[src/rtl/cstretch_pkg.sv]
// Shared constants and FSM state type for the contrast-stretch block.
// Optional feature macro: CSTRETCH_BYPASS_EN (adds the i_bypass port).
package cstretch_pkg;

    localparam int unsigned CS_DW    = 8;
    localparam int unsigned CS_FRAC  = 8;
    localparam int unsigned GW       = CS_DW + CS_FRAC;
    localparam logic [CS_DW-1:0] FS  = '1;
    localparam logic [GW-1:0] GAIN_ONE = GW'(1) << CS_FRAC;
    localparam logic [GW-1:0] RND      = GW'(1) << (CS_FRAC - 1);

    typedef enum logic [1:0] {
        IDLE,
        LOAD,
        DIV,
        COMMIT
    } cs_state_e;

endpackage

[src/rtl/contrast_stretch_if.sv]
// Video stream bundle: pixel/sync inputs toward the block, stretched pixel/syncs back.
interface contrast_stretch_if #(
    parameter int unsigned DW = 8
);

    logic [DW-1:0] din;
    logic          i_hsync;
    logic          i_vsync;
    logic          i_de;
    logic [DW-1:0] dout;
    logic          o_hsync;
    logic          o_vsync;
    logic          o_de;

    modport master (
        output din, i_hsync, i_vsync, i_de,
        input  dout, o_hsync, o_vsync, o_de
    );

    modport slave (
        input  din, i_hsync, i_vsync, i_de,
        output dout, o_hsync, o_vsync, o_de
    );

endinterface

[src/rtl/cstretch_div.sv]
// Serial restoring divider: one quotient bit per cycle, NW cycles per divide.
// A start pulse reloads the operands, aborting any divide in flight.
module cstretch_div #(
    parameter int unsigned NW  = 16,
    parameter int unsigned DVW = 8
) (
    input  logic           pixelclk,
    input  logic           reset_n,
    input  logic           start,
    input  logic [NW-1:0]  dividend,
    input  logic [DVW-1:0] divisor,
    output logic           busy,
    output logic           done,
    output logic [NW-1:0]  quotient
);

    localparam int unsigned CW = $clog2(NW);

    logic [NW-1:0]  dvd_q, dvd_d;
    logic [NW-1:0]  quo_q, quo_d;
    logic [DVW-1:0] dsr_q, dsr_d;
    logic [DVW-1:0] rem_q, rem_d;
    logic [CW-1:0]  cnt_q, cnt_d;
    logic           busy_q, busy_d;
    logic [DVW:0]   rem_sh;
    logic [DVW:0]   rem_sub;

    // Next-state: load on start, otherwise shift one dividend bit into the remainder
    always_comb begin
        dvd_d   = dvd_q;
        quo_d   = quo_q;
        dsr_d   = dsr_q;
        rem_d   = rem_q;
        cnt_d   = cnt_q;
        busy_d  = busy_q;
        rem_sh  = {rem_q, dvd_q[NW-1]};
        rem_sub = rem_sh - {1'b0, dsr_q};
        if (start) begin
            dvd_d  = dividend;
            dsr_d  = divisor;
            rem_d  = '0;
            quo_d  = '0;
            cnt_d  = '0;
            busy_d = 1'b1;
        end else if (busy_q) begin
            dvd_d = dvd_q << 1;
            if (rem_sh >= {1'b0, dsr_q}) begin
                rem_d = rem_sub[DVW-1:0];
                quo_d = {quo_q[NW-2:0], 1'b1};
            end else begin
                rem_d = rem_sh[DVW-1:0];
                quo_d = {quo_q[NW-2:0], 1'b0};
            end
            cnt_d = cnt_q + CW'(1);
            if (cnt_q == CW'(NW - 1)) begin
                busy_d = 1'b0;
            end
        end
    end

    // Divider state registers
    always_ff @(posedge pixelclk or negedge reset_n) begin
        if (!reset_n) begin
            dvd_q  <= '0;
            quo_q  <= '0;
            dsr_q  <= '0;
            rem_q  <= '0;
            cnt_q  <= '0;
            busy_q <= 1'b0;
        end else begin
            dvd_q  <= dvd_d;
            quo_q  <= quo_d;
            dsr_q  <= dsr_d;
            rem_q  <= rem_d;
            cnt_q  <= cnt_d;
            busy_q <= busy_d;
        end
    end

    assign busy     = busy_q;
    assign done     = busy_q && (cnt_q == CW'(NW - 1));
    assign quotient = quo_q;

endmodule

[src/rtl/contrast_stretch.sv]
// Contrast stretch: latches per-frame min/max at vsync rise, derives the gain
// FS<<FRAC / (max-min) with a serial divider, and remaps pixels through a
// 3-stage pipeline with syncs delayed to match.
// Optional feature macro: CSTRETCH_BYPASS_EN (i_bypass passes pixels unchanged).
module contrast_stretch
    import cstretch_pkg::*;
#(
    parameter int unsigned DW   = CS_DW,
    parameter int unsigned FRAC = CS_FRAC
) (
    input  logic          pixelclk,
    input  logic          reset_n,
    contrast_stretch_if.slave vid,
    input  logic [DW-1:0] gray_min,
    input  logic [DW-1:0] gray_max
`ifdef CSTRETCH_BYPASS_EN
    ,
    input  logic          i_bypass
`endif
);

    localparam int unsigned GW_L = DW + FRAC;
    localparam int unsigned PW_L = DW + GW_L;
    localparam int unsigned RW_L = PW_L - FRAC + 1;
    localparam logic [DW-1:0]   FS_L   = '1;
    localparam logic [GW_L-1:0] ONE_L  = GW_L'(1) << FRAC;
    localparam logic [PW_L:0]   RND_L  = (PW_L + 1)'(1) << (FRAC - 1);
    localparam logic [GW_L-1:0] DVD_L  = {FS_L, {FRAC{1'b0}}};

    // Gain FSM state
    cs_state_e       state_q;
    logic            vsync_r_q;
    logic            div_start_q;
    logic            ident_q;
    logic            de_seen_q;
    logic [DW-1:0]   min_l_q;
    logic [DW-1:0]   range_q;
    logic [GW_L-1:0] gain_q;
    logic [DW-1:0]   min_q;
    logic            vs_rise;

    logic            div_busy;
    logic            div_done;
    logic [GW_L-1:0] div_quo;

    // Datapath state
    logic [DW-1:0]   diff_q;
    logic [PW_L-1:0] prod_q;
    logic [DW-1:0]   dout_q, dout_d;
    logic [2:0]      hs_q, vs_q, de_q;
    logic [PW_L:0]   rsum;
    logic [RW_L-1:0] r;
`ifdef CSTRETCH_BYPASS_EN
    logic [1:0]      byp_q;
    logic [DW-1:0]   dly1_q, dly2_q;
`endif

    assign vs_rise = vid.i_vsync & ~vsync_r_q;

    cstretch_div #(
        .NW  (GW_L),
        .DVW (DW)
    ) u_div (
        .pixelclk (pixelclk),
        .reset_n  (reset_n),
        .start    (div_start_q),
        .dividend (DVD_L),
        .divisor  (range_q),
        .busy     (div_busy),
        .done     (div_done),
        .quotient (div_quo)
    );

    // Stats are captured on the rise edge itself so the divider can start
    // in LOAD; that keeps the whole update inside GW+3 cycles of vblank.
    // Gain FSM: latch stats, divide, commit only if the frame has no pixel yet
    always_ff @(posedge pixelclk or negedge reset_n) begin
        if (!reset_n) begin
            state_q     <= IDLE;
            vsync_r_q   <= 1'b0;
            div_start_q <= 1'b0;
            ident_q     <= 1'b1;
            de_seen_q   <= 1'b0;
            min_l_q     <= '0;
            range_q     <= '0;
            gain_q      <= ONE_L;
            min_q       <= '0;
        end else begin
            vsync_r_q   <= vid.i_vsync;
            div_start_q <= 1'b0;
            de_seen_q   <= de_seen_q | vid.i_de;
            if (vs_rise) begin
                state_q     <= LOAD;
                min_l_q     <= gray_min;
                range_q     <= gray_max - gray_min;
                ident_q     <= (gray_max <= gray_min);
                div_start_q <= (gray_max > gray_min);
                de_seen_q   <= vid.i_de;
            end else begin
                unique case (state_q)
                    IDLE: begin
                        state_q <= IDLE;
                    end
                    LOAD: begin
                        state_q <= ident_q ? COMMIT : DIV;
                    end
                    DIV: begin
                        if (div_done) begin
                            state_q <= COMMIT;
                        end else if (!div_busy) begin
                            state_q <= IDLE;
                        end
                    end
                    COMMIT: begin
                        if (!de_seen_q && !vid.i_de) begin
                            gain_q <= ident_q ? ONE_L : div_quo;
                            min_q  <= ident_q ? '0 : min_l_q;
                        end
                        state_q <= IDLE;
                    end
                endcase
            end
        end
    end

    // S1: offset removal, clamped at zero
    always_ff @(posedge pixelclk or negedge reset_n) begin
        if (!reset_n) begin
            diff_q <= '0;
        end else begin
            diff_q <= (vid.din < min_q) ? '0 : (vid.din - min_q);
        end
    end

    // S2: scale by the active gain
    always_ff @(posedge pixelclk or negedge reset_n) begin
        if (!reset_n) begin
            prod_q <= '0;
        end else begin
            prod_q <= PW_L'(diff_q) * PW_L'(gain_q);
        end
    end

    assign rsum = {1'b0, prod_q} + RND_L;
    assign r    = rsum[PW_L:FRAC];

    // S3 next value: round, saturate, blank outside active video
    always_comb begin
        dout_d = '0;
        if (de_q[1]) begin
`ifdef CSTRETCH_BYPASS_EN
            if (byp_q[1]) begin
                dout_d = dly2_q;
            end else
`endif
            if (r > {{(RW_L - DW){1'b0}}, FS_L}) begin
                dout_d = FS_L;
            end else begin
                dout_d = r[DW-1:0];
            end
        end
    end

    // S3 output register and sync delay line
    always_ff @(posedge pixelclk or negedge reset_n) begin
        if (!reset_n) begin
            dout_q <= '0;
            hs_q   <= '0;
            vs_q   <= '0;
            de_q   <= '0;
        end else begin
            dout_q <= dout_d;
            hs_q   <= {hs_q[1:0], vid.i_hsync};
            vs_q   <= {vs_q[1:0], vid.i_vsync};
            de_q   <= {de_q[1:0], vid.i_de};
        end
    end

`ifdef CSTRETCH_BYPASS_EN
    // Bypass flag and raw pixel travel alongside S1/S2
    always_ff @(posedge pixelclk or negedge reset_n) begin
        if (!reset_n) begin
            byp_q  <= '0;
            dly1_q <= '0;
            dly2_q <= '0;
        end else begin
            byp_q  <= {byp_q[0], i_bypass};
            dly1_q <= vid.din;
            dly2_q <= dly1_q;
        end
    end
`endif

    assign vid.dout    = dout_q;
    assign vid.o_hsync = hs_q[2];
    assign vid.o_vsync = vs_q[2];
    assign vid.o_de    = de_q[2];

endmodule

[src/flat_wrapper.sv]
// flat-port wrapper written by rule: the top's interface ports become plain ports
module contrast_stretch_flat import cstretch_pkg::*;
#(
    parameter int unsigned DW   = CS_DW,
    parameter int unsigned FRAC = CS_FRAC
)
  (pixelclk, reset_n, gray_min, gray_max, vid_din, vid_i_hsync, vid_i_vsync, vid_i_de, vid_dout, vid_o_hsync, vid_o_vsync, vid_o_de);
  contrast_stretch_if #(.DW(DW)) vid_i ();
  input  logic pixelclk;
  input  logic reset_n;
  input  logic [DW-1:0] gray_min;
  input  logic [DW-1:0] gray_max;
  input wire logic [$bits(vid_i.din)-1:0] vid_din;
  input wire logic [$bits(vid_i.i_hsync)-1:0] vid_i_hsync;
  input wire logic [$bits(vid_i.i_vsync)-1:0] vid_i_vsync;
  input wire logic [$bits(vid_i.i_de)-1:0] vid_i_de;
  output wire logic [$bits(vid_i.dout)-1:0] vid_dout;
  output wire logic [$bits(vid_i.o_hsync)-1:0] vid_o_hsync;
  output wire logic [$bits(vid_i.o_vsync)-1:0] vid_o_vsync;
  output wire logic [$bits(vid_i.o_de)-1:0] vid_o_de;
  assign vid_i.din = vid_din;
  assign vid_i.i_hsync = vid_i_hsync;
  assign vid_i.i_vsync = vid_i_vsync;
  assign vid_i.i_de = vid_i_de;
  assign vid_dout = vid_i.dout;
  assign vid_o_hsync = vid_i.o_hsync;
  assign vid_o_vsync = vid_i.o_vsync;
  assign vid_o_de = vid_i.o_de;
  contrast_stretch #(.DW(DW), .FRAC(FRAC)) u_core (.pixelclk(pixelclk), .reset_n(reset_n), .vid(vid_i), .gray_min(gray_min), .gray_max(gray_max));
endmodule
[config.mk]
export PLATFORM = sky130hd
export DESIGN_NAME = contrast_stretch_flat
export DESIGN_NICKNAME = d
export VERILOG_FILES = /design/src/rtl/cstretch_pkg.sv /design/src/rtl/contrast_stretch_if.sv /design/src/rtl/cstretch_div.sv /design/src/rtl/contrast_stretch.sv /design/src/flat_wrapper.sv
export SDC_FILE = /design/constraint.sdc
export NUM_CORES = 1
export LEC_CHECK = 0
export CORE_MARGIN = 5
export CORE_UTILIZATION = 57
export DETAILED_ROUTE_END_ITERATION = 7
export GPL_TIMING_DRIVEN = 0
export PLACE_DENSITY = 0.81
export SYNTH_ARGS = -nofsm -noshare
export SYNTH_HDL_FRONTEND = slang
export SYNTH_SLANG_ARGS = --single-unit
[constraint.sdc]
create_clock -name pixelclk -period 11.8 [get_ports pixelclk]
set_input_delay 3.54 -clock pixelclk [delete_from_list [all_inputs] [get_ports pixelclk]]
set_output_delay 3.54 -clock pixelclk [all_outputs]
set_load 0.005 [all_outputs]
==> results_dict.tcl, run 1 <==
set metrics [dict create \
    vias 7490 \
    r2r-end "u_core.prod_q[23]" \
    ys_ff_latch 132 \
    cts_buffers 17 \
    first_global_vias 7789 \
    hold_viol 0 \
    initial_core_util_pct 57.77 \
    layout-drive-gt1-share_pct 4.728 \
    cts.clk_slew.worst_paths_ns 0.06 \
    layout.nets 1291 \
    rsz0062_at_grt "false" \
    post_cts_buffers 0 \
    status "completed" \
    antenna_found_initial 0 \
    r2r-start "u_core.diff_q[6]" \
    die_x_um 142.2 \
    final.period_utilization_pct 48.89 \
    hold_buffers 0 \
    numPortBuffers 39 \
    cp-end-kind "flop" \
    seq_area_frac_synth_pct 33.20 \
    cp_max_fo 7 \
    setup_slack_ns 6.031 \
    first_pass_iters 6 \
    cts_tree "built" \
    io_pins 40 \
    r2r_slack_ns 6.61 \
    ys_warn_count 0 \
    grt_usage_pct 22.41 \
    fin_setup_tns_ns 0 \
    ant_nets 0 \
    via_per_inst 5.565 \
    min_path_type "reg -> reg" \
    synthArstFlopShare_pct 100.0 \
    area_delta_synth_final_pct 12.87 \
    fin_skew_ns 0.01078 \
    synth_edf_count 0 \
    drt-wirelength-per-cell_um 15.66 \
    place_congestion 0.8313 \
    ctsResizeCount 0 \
    worstMarginPinSlew_ns 0.7868 \
    drc 0 \
    core-area_mm2 0.01724 \
    place_ws_ns 5.607 \
    synth_nets 1232 \
    whs_ns 0.3482 \
    fmax_ghz 0.1733 \
    crit_required_ns 12.09 \
    grt-ovfl-total 0 \
    final_common_cell "inv_1" \
    netlist_area_mm2 0.009957 \
    die_area_mm2 0.02021 \
    power_leakage_nw 5.676 \
    vdd_drop_max_v 0.0001221 \
    dp_hpwl_mm 15.93 \
    critPathCapture "u_core.diff_q[5]" \
    synth_cell_types 64 \
    drt-total-wl_mm 21.08 \
    finalSetupViolations 0 \
    syn_inst 1050 \
    crit_start "vid_din[0]" \
    cts_root_buffer "clkbuf_16" \
    ys.flop_type "dfrtp_1" \
    r2r_cells 15 \
    fp.dieH_um 142.2 \
    timing_worst_setup_path_type "in -> reg" \
    max_slew_margin_pct 46.19 \
    grt_pass1_wl_mm 36.61 \
    fp-row-count 48 \
    drv_slew 0 \
    clk_latency_ns 0.43 \
    h-tree-depth 4 \
    cts_max_path_buffers 2 \
    clock-sinks 132 \
    drt_iter0_drc 529 \
    critPathLaunchType "primary input" \
    drv_cap 0 \
    timing.final.crit_period_ns 5.769 \
    finalPower_mw 1.971 \
    arrival_ns 6.06 \
    grt_start_max_net_pins 103 \
    layout_common_cells "inv_1, dfrtp_1, nand2_1" \
    postSynthAreaPerCell_um2 9.483 \
    cellPowerDensity_mw_per_mm2 175.4 \
    antenna_cells 0 \
]
-- kinds of logic after synthesis --
kind of cell	count (synthesis)	share of synthesized area [%]
compound gates	158	10.20
xor+xnor	30	2.639
fa+ha+maj	153	25.71
buf+inv	183	6.911
flops	132	33.20
mux	28	2.827
simple gates	366	18.51
-- worst max-delay path, stage by stage --
cell             delay, ns
clkdlybuf4s50_1       0.42
inv_1                 0.07
ha_1                  0.17
inv_1                 0.06
fa_1                  0.40
a21o_1                0.17
a21oi_1               0.20
o21ai_0               0.11
a21oi_1               0.27
o21bai_1              0.10
a21oi_1               0.44
nor3_1                0.12
-- through the flow --
step | std cells | cell area [um^2] | utilization [%]
2_1_floorplan | 1050 | 9957 | -
3_5_place_dp | 1315 | 10660 | 61.83
5_1_grt | 1346 | 11240 | 65.20
6_report | 1346 | 11240 | 65.20
4_1_cts | 1346 | 11240 | 65.20
3_3_place_gp | 1314 | 10630 | 61.67
-- where the power goes --
part	switching, mW	internal, mW	leakage [nW]
registers	0.116	0.583	1.69
logic	0.418	0.327	3.71
clock network	0.214	0.313	0.275
-- registers in the layout (all words and copies together), names as in the netlist --
register	cells
u_core.ident_q	1
u_core.vid.dout	8
u_core.min_l_q	8
u_core.range_q	8
u_core.diff_q	8
u_core.u_div.quotient	16
u_core.u_div.dsr_q	8
u_core.state_q	2
u_core.de_seen_q	1
u_core.prod_q	17
u_core.u_div.cnt_q	4
u_core.u_div.busy	1
u_core.hs_q	3
u_core.de_q	3
u_core.gain_q	16
u_core.min_q	8
u_core.u_div.dvd_q	8
u_core.div_start_q	1
u_core.vs_q	3
u_core.u_div.rem_q	8
-- synth_stat cells, types with 2 or more instances --
cell	number	share of area, %
nand4_1	9	0.57
o31ai_1	7	0.53
a221oi_2	2	0.30
nor3b_1	2	0.15
o211ai_1	3	0.23
nand3b_1	3	0.23
a21o_1	11	0.83
and2_2	5	0.38
a21boi_0	15	1.1
a311oi_1	2	0.18
and2_1	99	6.2
nor3_1	13	0.65
a21oi_1	17	0.85
xor2_1	13	1.1
and4_1	2	0.18
nor2_1	61	2.3
or3_1	5	0.31
nor2b_1	9	0.57
o21bai_1	3	0.23
a2111oi_0	2	0.18
fa_1	86	17
o21a_1	4	0.30
nand2b_1	3	0.19
nand3_1	17	0.85
dfrtp_1	130	33
nand2_1	126	4.7
ha_1	67	8.4
clkbuf_1	27	1.0
xnor2_1	17	1.5
a211oi_1	5	0.38
and3_1	3	0.19
inv_1	151	5.7
o2111ai_1	2	0.18
mux2i_1	27	2.7
a31oi_1	3	0.19
o311a_1	2	0.20
dfstp_2	2	0.53
o21ai_0	66	3.3
buf_1	4	0.15
-- layer usage --
layer  GRT usage [%]  wire length, um  vias to the layer above  share of wire (%)
li1                -                -                     3510                  -
met1           29.43             9187                     3716                 44
met2           37.19            10250                      222                 49
met3           4.772             1166                       42                5.5
met4           7.626              470                        0                2.2
met5               0                0                        -                  0
-- cell type report --
class	count	area, um^2
Inverter	151	566.8
Fill cell	1347	5998
Tap cell	225	281.5
Timing Repair Buffer	40	419.2
Multi-Input combinational cell	735	5963
Buffer	32	121.4
Sequential cell	132	3306
Clock inverter	13	151.4
Clock buffer	18	429.2
-- worst min-delay path by stage --
stage	from	endpoint	cells after the start
3_5_place_dp	u_core.hs_q[1]	u_core.hs_q[2]	0
6_report	u_core.hs_q[1]	u_core.hs_q[2]	0
4_1_cts	u_core.hs_q[1]	u_core.hs_q[2]	0
3_3_place_gp	u_core.hs_q[0]	u_core.hs_q[1]	0
2_1_floorplan	u_core.de_q[0]	u_core.de_q[1]	0
5_1_grt	u_core.hs_q[1]	u_core.hs_q[2]	0
Power figures use the tool's default switching activity.
==> inputs of run 2 (changes only) <==
- CORE_UTILIZATION: 57 -> 56
- PLACE_DENSITY: 0.81 -> 0.83
- clock period: 11.8 -> 5 ns (I/O delays scaled with it)
==> results_dict.tcl, run 2 (synthesized netlist as in run 1, its figures left out) <==
set metrics [dict create \
    first_pass_iters 5 \
    regMostFlops "u_core.prod_q" \
    drt-total-wl_mm 21.03 \
    timing.final.crit_period_ns 4.794 \
    timing_worst_setup_path_type "reg -> reg" \
    vdd_drop_max_v 0.0004219 \
    core-area_mm2 0.01736 \
    numPortBuffers 39 \
    drt_iter0_drc 454 \
    io_pins 40 \
    critPathLaunchType "flop" \
    fin_cells 1350 \
    path_buf_inv 3 \
    drv_cap 0 \
    antenna_cells 0 \
    path_cells "clkbuf_4, and2_1, fa_1, fa_1, fa_1, inv_1, fa_1, inv_1, ha_1, and3_1, a221oi_2, o211ai_2, nand3b_4, nand3b_4, a21oi_4, a221oi_2" \
    place_congestion 0.8547 \
    layout.nets 1295 \
    via_per_inst 5.486 \
    die_area_mm2 0.02055 \
    layout-drive-gt1-share_pct 6.489 \
    fin_setup_tns_ns 0 \
    clk_latency_ns 0.42 \
    fp-row-count 48 \
    cts_max_path_buffers 2 \
    cts.clk_slew.worst_paths_ns 0.06 \
    power_leakage_nw 5.721 \
    crit_family "adder cells" \
    grt_start_max_net_pins 103 \
    die_x_um 143.3 \
    finalSetupViolations 0 \
    hold_buffers 0 \
    vias 7406 \
    crit_required_ns 5.26 \
    cp_max_fo 10 \
    cts_tree "built" \
    cpMaxStageDelayCell "fa_1" \
    path_common_cell "fa_1" \
    drt-wirelength-per-cell_um 15.58 \
    final.period_utilization_pct 95.87 \
    area_delta_synth_final_pct 13.78 \
    fin_skew_ns 0.01089 \
    grt_usage_pct 21.93 \
    whs_ns 0.3482 \
    fp.dieH_um 143.3 \
    antenna_found_initial 0 \
    fmax_ghz 0.2086 \
    cts_buffers 17 \
    clock-sinks 132 \
    grt-ovfl-total 0 \
    cp-end-kind "flop" \
    dp_cells 1315 \
    grt_pass1_wl_mm 36.12 \
    initial_core_util_pct 57.37 \
    largest_reg_flops 17 \
    final_common_cell "inv_1" \
    h-tree-depth 4 \
    worstMarginPinSlew_ns 0.7875 \
    slowest_delay_ns 0.55 \
    ant_nets 0 \
    drv_slew 0 \
    cts_root_buffer "clkbuf_16" \
    cellPowerDensity_mw_per_mm2 409.0 \
    min_path_type "reg -> reg" \
    hold_viol 0 \
    status "completed" \
    first_global_vias 7774 \
    layout_common_cells "inv_1, nand2_1, dfrtp_1" \
    dp_hpwl_mm 15.54 \
    max_slew_margin_pct 47.50 \
    drc 0 \
    arrival_ns 5.06 \
]
[run 2: cell types whose count changed in the layout (fill, tap and decap cells not counted), moves of 2 or more]
cell / before / now
clkbuf_4: 0 / 2
buf_2: 1 / 3
ha_1: 67 / 65
clkbuf_8: 0 / 2
dfrtp_2: 0 / 5
dfrtp_1: 130 / 125
ha_4: 0 / 2
buf_4: 0 / 6
clkbuf_1: 28 / 22
clkinv_2: 1 / 3
[run 2: area by class of cell]
class / count / area, um^2
buffer: 31 / 131.4
clock buffer: 20 / 456.7
inverter: 151 / 566.8
sequential: 132 / 3312
tap: 225 / 281.5
clock inverter: 11 / 102.6
timing repair buffer: 45 / 456.7
fill: 1361 / 6027
multi-input combinational: 735 / 6022
[run 2: final timing paths]
path,slack [ns],cells after the start,endpoint,from
worst max-delay path,0.21,16,u_core.prod_q[21],u_core.diff_q[7]
worst min-delay path,0.35,0,u_core.hs_q[1],u_core.hs_q[0]
worst max register to register,0.21,16,u_core.prod_q[21],u_core.diff_q[7]
worst min register to register,0.35,0,u_core.hs_q[1],u_core.hs_q[0]
max in group asynchronous,3.25,2,u_core.diff_q[7],reset_n
min in group asynchronous,0.95,1,u_core.prod_q[8],reset_n
[run 2: timing repair]
item,4_1_cts,5_1_grt
resized for setup,6,23
pin swaps,0,4
setup buffers,0,5
cloned,0,0
setup endpoints to repair,8,9
[run 2: per-layer routing]
layer  track usage [%]  routed length (um)  vias up
li1                  -                   -     3523
met1             27.43                8751     3658
met2             38.55               10820      200
met3             4.526                1158       25
met4             6.690                 298        0
met5                 0                   0        -
[run 2: power by group]
part	internal, mW	leakage, nW	switching [mW]
registers	1.38	1.68	0.274
clock network	0.708	0.269	0.478
logic	0.808	3.77	0.986
[run 2: stage by stage]
step	power, mW	instance area, um^2	utilization [%]	worst slack [ns]
4_1_cts	4.595	11220	64.67	0.01776
3_3_place_gp	3.301	10630	61.24	-2.626
3_5_place_dp	3.385	10660	61.40	-0.1839
2_1_floorplan	2.874	9957	-	0.4147
6_report	4.634	11330	65.28	0.2064
5_1_grt	4.978	11330	65.28	-0.003645
